`src/rtl/lsu_pkg.sv`:
```
// Shared types for the load/store controller: FSM states, access-size codes
// and the alignment rule.
package lsu_pkg;

  typedef enum logic [2:0] {
    IDLE  = 3'd0,
    LOAD  = 3'd1,
    READ  = 3'd2,
    WRITE = 3'd3,
    DONE  = 3'd4,
    ERR   = 3'd5
  } state_e;

  localparam logic [1:0] SZ_B   = 2'b00;
  localparam logic [1:0] SZ_H   = 2'b01;
  localparam logic [1:0] SZ_W   = 2'b10;
  localparam logic [1:0] SZ_ILL = 2'b11;

  function automatic logic is_misaligned(input logic [1:0] size, input logic [1:0] lo);
    return ((size == SZ_H) && lo[0]) || ((size == SZ_W) && (lo != 2'b00));
  endfunction

endpackage

```
`src/rtl/lsu_lane.sv`:
```
// Combinational byte-lane logic: extracts and extends load data, and merges
// sub-word store data into a word that was read back from memory.
module lsu_lane
  import lsu_pkg::*;
(
  input  logic [1:0]  size_i,
  input  logic        unsigned_i,
  input  logic [1:0]  off_i,
  input  logic [31:0] rdata_i,
  input  logic [31:0] wdata_i,
  output logic [31:0] load_o,
  output logic [31:0] merge_o
);

  logic [7:0]  byte_v;
  logic [15:0] half_v;

  always_comb begin
    byte_v = rdata_i[7:0];
    case (off_i)
      2'd1:    byte_v = rdata_i[15:8];
      2'd2:    byte_v = rdata_i[23:16];
      2'd3:    byte_v = rdata_i[31:24];
      default: byte_v = rdata_i[7:0];
    endcase
    half_v = off_i[1] ? rdata_i[31:16] : rdata_i[15:0];

    load_o = rdata_i;
    case (size_i)
      SZ_B:    load_o = {{24{~unsigned_i & byte_v[7]}}, byte_v};
      SZ_H:    load_o = {{16{~unsigned_i & half_v[15]}}, half_v};
      default: load_o = rdata_i;
    endcase

    merge_o = rdata_i;
    case (size_i)
      SZ_B: begin
        case (off_i)
          2'd1:    merge_o[15:8]  = wdata_i[7:0];
          2'd2:    merge_o[23:16] = wdata_i[7:0];
          2'd3:    merge_o[31:24] = wdata_i[7:0];
          default: merge_o[7:0]   = wdata_i[7:0];
        endcase
      end
      SZ_H: begin
        if (off_i[1]) merge_o[31:16] = wdata_i[15:0];
        else          merge_o[15:0]  = wdata_i[15:0];
      end
      default: merge_o = rdata_i;
    endcase
  end

endmodule

```
`src/rtl/lsu_ctrl.sv`:
```
// Load/store controller driving a word-wide memory; sub-word stores are done
// as read-modify-write. Define LSU_MISALIGN_TRAP_EN to trap misaligned accesses.
module lsu_ctrl
  import lsu_pkg::*;
(
  input  logic        clk,
  input  logic        rst,
  input  logic        req_valid,
  output logic        req_ready,
  input  logic        req_we,
  input  logic [1:0]  req_size,
  input  logic        req_unsigned,
  input  logic [31:0] req_addr,
  input  logic [31:0] req_wdata,
  output logic        rsp_valid,
  output logic        rsp_err,
  output logic [31:0] rsp_rdata,
  output logic        mem_we,
  output logic [31:0] mem_addr,
  output logic [31:0] mem_wdata,
  input  logic [31:0] mem_rdata
);

  state_e      state_q, state_d;
  logic [31:0] addr_q, wdata_q, wbuf_q, rdata_q;
  logic [1:0]  size_q;
  logic        uns_q;

  logic        accept;
  logic        bad_req;
  logic [31:0] addr_eff;
  logic [31:0] lane_load, lane_merge;

  assign accept = req_valid && (state_q == IDLE);

`ifdef LSU_MISALIGN_TRAP_EN
  assign addr_eff = req_addr;
  assign bad_req  = (req_size == SZ_ILL) || is_misaligned(req_size, req_addr[1:0]);
`else
  // Misaligned half/word accesses are quietly rounded down to their natural boundary.
  always_comb begin
    addr_eff = req_addr;
    if (req_size == SZ_H) addr_eff[0]   = 1'b0;
    if (req_size == SZ_W) addr_eff[1:0] = 2'b00;
  end
  assign bad_req = (req_size == SZ_ILL);
`endif

  lsu_lane u_lane (
    .size_i    (size_q),
    .unsigned_i(uns_q),
    .off_i     (addr_q[1:0]),
    .rdata_i   (mem_rdata),
    .wdata_i   (wdata_q),
    .load_o    (lane_load),
    .merge_o   (lane_merge)
  );

  always_comb begin
    state_d = state_q;
    case (state_q)
      IDLE: begin
        if (accept) begin
          if (bad_req)                state_d = ERR;
          else if (!req_we)           state_d = LOAD;
          else if (req_size == SZ_W)  state_d = WRITE;
          else                        state_d = READ;
        end
      end
      LOAD:    state_d = DONE;
      READ:    state_d = WRITE;
      WRITE:   state_d = DONE;
      DONE:    state_d = IDLE;
      ERR:     state_d = IDLE;
      default: state_d = IDLE;
    endcase
  end

  always_ff @(posedge clk) begin
    if (rst) begin
      state_q <= IDLE;
      addr_q  <= '0;
      wdata_q <= '0;
      size_q  <= '0;
      uns_q   <= 1'b0;
      wbuf_q  <= '0;
      rdata_q <= '0;
    end else begin
      state_q <= state_d;
      if (accept) begin
        addr_q  <= addr_eff;
        wdata_q <= req_wdata;
        size_q  <= req_size;
        uns_q   <= req_unsigned;
      end
      if (state_q == LOAD) rdata_q <= lane_load;
      if (state_q == READ) wbuf_q  <= lane_merge;
    end
  end

  assign req_ready = (state_q == IDLE);
  assign rsp_valid = (state_q == DONE) || (state_q == ERR);
  assign rsp_err   = (state_q == ERR);
  assign rsp_rdata = rdata_q;
  // Gated by rst directly so a reset landing in WRITE can never commit the store.
  assign mem_we    = (state_q == WRITE) && !rst;
  assign mem_addr  = {addr_q[31:2], 2'b00};
  assign mem_wdata = (size_q == SZ_W) ? wdata_q : wbuf_q;

endmodule

```
`config.mk`:
```
export PLATFORM = sky130hd
export DESIGN_NAME = lsu_ctrl
export DESIGN_NICKNAME = d
export VERILOG_FILES = /design/src/rtl/lsu_pkg.sv /design/src/rtl/lsu_lane.sv /design/src/rtl/lsu_ctrl.sv
export SDC_FILE = /design/constraint.sdc
export NUM_CORES = 1
export LEC_CHECK = 0
export BUFFER_PORTS_ARGS = -buffer_cell sky130_fd_sc_hd__buf_2
export CAP_MARGIN = 20
export CORE_AREA = 2 2 149 151
export DETAILED_ROUTE_END_ITERATION = 10
export DIE_AREA = 0 0 151 153
export PLACE_DENSITY = 0.63
export SYNTH_ARGS = -nofsm -noshare
export SYNTH_HDL_FRONTEND = slang
export SYNTH_SLANG_ARGS = --single-unit
```
`constraint.sdc`:
```
create_clock -name clk -period 1.85 [get_ports clk]
set_clock_uncertainty 0.1 [all_clocks]
set_input_delay 0.37 -clock clk [delete_from_list [all_inputs] [get_ports clk]]
set_output_delay 0.37 -clock clk [all_outputs]
set_load 0.1 [all_outputs]
```
==> key figures <==
Place
  – Gpl congestion: approximately 0.79
  – I/O Buffers: 200
  – Post-DP HPWL: ~16 mm
  – Setup Slack @ Placement: about 0.038 ns

Power and ir drop
  – Internal: just over 0.006 W
  – Sw power: ~0.0036 W
  – Switch share: a little under two fifths
  – Pwr dens: between 1000 and 1500 mW/mm²
  – Static Leakage: 4.04 nW
  – Gate power share: around a third
  – Peak supply drop: 0.602 mV
  – Flop pwr share: 33.6%
  – Clk pwr share: between 30% and 40%
  – Design Power: ~0.01 W

Timing
  – Post-route setup TNS: -10.01 ns
  – Final hold viol count: 0
  – Peak Freq: ~460 MHz
  – RSZ-0062 raised after global routing: yes
  – Slew Limit Fails: 0
  – Final Critical Period: between 2 and 2.5 ns
  – Fin worst setup slack: -0.342 ns
  – Fin Hold WS: just over 0.08 ns
  – Period utilization: 118%
  – Setup-failing EPs final: 32

CTS
  – CTS H-tree depth: 4
  – Max Root-Sink Buffers: 2
  – Worst-path clk slew: roughly 0.060 ns
  – CTS tree: done
  – CTS sink count: between 100 and 150
  – Clock Latency Late Sink: approximately 0.42 ns
  – TritonCTS Buffers: 17
  – Cts hold-fix bufs: 0
  – Clock root cell: clkbuf_16

Die
  – Die span in x: 151 µm
  – Total die area: roughly 0.023 mm²
  – Die Ht: 153 µm
  – Ports: between 200 and 250
  – Core area: approximately 0.021 mm²
  – Starting density of the core: 31.4%
  – Rows: 54

Route
  – Post-DR wirelength/cell: 17.8 µm
  – DR WL met3: about 1.7 mm
  – Top layer in use: met4
  – Total wire length: 22.4 mm
  – Met2 WL post-DR: between 10 and 15 mm
  – Residual DRC: 0
  – Via count: between 6000 and 7000
  – Initial DRC count: just under 500
  – DRT met1 WL: about 10 mm
  – First-pass DRT Iterations: 5
  – DRT antenna net count: 0
  – Via-to-Cell Ratio: roughly 5

Synthesis
  – Synth area leader: dfxtp_1
  – Cell variety after synth: 48
  – Post-Syn Area: just under 0.007 mm²
  – Post-synth top area share: around two fifths
  – Asr flop ratio synth: 0%
  – Top FF cell, synth: dfxtp_1
  – YS warnings: 0
  – Yosys reg bits: approximately 130
  – Seq/Total Area, Yosys: roughly two fifths
  – Commonest cells post-synth: 143 x nand2_1, 134 x dfxtp_1, 83 x a21oi_1, 37 x buf_4, 37 x mux2_2
  – Synthesized area per cell: 8.52 µm²
  – Post-synth EDFFs: 0
  – Most numerous cell in the Yosys netlist: nand2_1
  – Dominant cells by area after synthesis: dfxtp_1 40%, nand2_1 8.0%, mux2_2 6.2%
  – Synth Instances: roughly 790

Worst hold path
  – WHS Path Cells: 3
  – Worst Hold Class: input port to register

Setup path
  – WS Path Type: register to primary output
  – Critical path required time: 1.38 ns
  – Crit path capture: mem_wdata[1]
  – Worst R2R Start: state_q[1]$_SDFFE_PP0P_
  – Startpoint types: register
  – R2r endpoint: wdata_q[21]$_SDFFE_PP0P_
  – Worst Setup End Kind: primary output
  – Crit path max fanout: 5
  – Reg2Reg Depth: 5
  – R2R setup slack: roughly 0.070 ns
  – Worst Path Arrival: between 1.5 and 2 ns
  – Crit. Startpoint: size_q[1]$_SDFFE_PP0P_

Global route
  – Global route overflow: 0
  – Largest net degree at the start of global routing: between 80 and 90
  – Initial antenna violation count: 0
  – Global-route wire length before repair: 33.9 mm
  – Number of global-route vias before repair: 5989
  – Global Route Usage Sum: between 10% and 20%

Finish
  – Layout area overhead: 39.4%
  – Layout cells sized above 1: a little under two fifths
  – # diodes: 0
  – Final nets: 1069

Outcome
  – Failing checks: negative setup slack
  – Status: finished, violations left

Flow run
  – Max_cap viols: 0
sequential cells by signal, indices dropped and copies added, names as in the netlist:
signal / flops
addr_q: 32
rsp_rdata: 32
size_q: 2
state_q: 3
uns_q: 1
wbuf_q: 32
wdata_q: 32
worst min path at each step:
stage	endpoint	start
detailed placement	addr_q[5]$_SDFFE_PP0P_	addr_q[5]$_SDFFE_PP0P_
global placement	addr_q[2]$_SDFFE_PP0P_	addr_q[2]$_SDFFE_PP0P_
global route	addr_q[25]$_SDFFE_PP0P_	req_addr[25]
finish	addr_q[27]$_SDFFE_PP0P_	req_addr[27]
CTS	addr_q[21]$_SDFFE_PP0P_	req_addr[21]
floorplan	wdata_q[31]$_SDFFE_PP0P_	wdata_q[31]$_SDFFE_PP0P_
critical path, cell delays in order (launching register included):
cell and delay (ns):
dfxtp_2 0.32, nor2b_4 0.21, buf_12 0.15, buf_16 0.12, mux2_4 0.33, buf_12 0.17
through the flow:
stage | std cells | cell area (µm²) | utilization (%)
global placement | 1216 | 8430 | 39.2
floorplan | 793 | 6910 | -
detailed placement | 1216 | 8430 | 39.2
finish | 1259 | 9400 | 43.8
global route | 1259 | 9400 | 43.8
CTS | 1259 | 9390 | 43.7
cell families after synthesis:
| logic type | count (synthesis) | share of synthesized area (%) |
|---|---|---|
| AO/OA/AOI/OAI | 241 | 23.9 |
| buffers and inverters | 112 | 9.53 |
| flip-flops | 134 | 39.8 |
| multiplexers | 57 | 9.42 |
| other | 1 | 0.0556 |
| AND/OR/NAND/NOR | 247 | 17.3 |
final cells by class:
cell class / instances / area (µm²)
clock inverter: 8 / 97.6
fill: 2115 / 12100
sequential: 134 / 2690
inverter: 2 / 7.51
clock buffer: 24 / 482
multi-input combinational: 547 / 3610
timing repair buffer: 264 / 2160
tap: 280 / 350
placed cells by master (no fill, tap or decap), types with 9 or more instances in the layout:
| master | n |
|---|---|
| buf_2 | 163 |
| buf_6 | 9 |
| dfxtp_1 | 129 |
| clkbuf_16 | 17 |
| nor2_1 | 33 |
| nand2_1 | 142 |
| o21bai_1 | 32 |
| a31oi_1 | 23 |
| nand3_1 | 17 |
| a221oi_1 | 15 |
| mux2_4 | 32 |
| buf_4 | 49 |
| nor2b_1 | 10 |
| buf_12 | 41 |
| a21oi_1 | 83 |
| and3b_1 | 16 |
| mux2i_1 | 17 |
| a311oi_1 | 25 |
| o21ai_0 | 33 |
| a31oi_2 | 9 |
timing repair:
| item | 4_1_cts | 5_1_grt |
|---|---|---|
| hold endpoints to repair | 0 | 0 |
| gates cloned | 2 | 0 |
| gates resized for setup | 72 | 7 |
| pin swaps | 1 | 0 |
| setup buffers | 9 | 1 |
| setup endpoints to repair | 34 | 81 |
power groups by stage:
| stage | Combinational [W] | Sequential [W] | Clock (W) |
|---|---|---|---|
| 2_1_floorplan | 0.00181 | 0.00374 | 0 |
| 3_3_place_gp | 0.00292 | 0.00333 | 0 |
| 3_5_place_dp | 0.00294 | 0.00333 | 0 |
| 4_1_cts | 0.00309 | 0.00326 | 0.00343 |
| 5_1_grt | 0.00325 | 0.00329 | 0.00355 |
| 6_report | 0.00309 | 0.00327 | 0.00337 |
layer usage:
metal	vias to the layer above	track usage, %
met4	0	4.72
met5	-	0
met1	3072	26.4
met3	18	4.39
li1	3140	-
met2	244	30.1
Power figures use the tool's default switching activity.
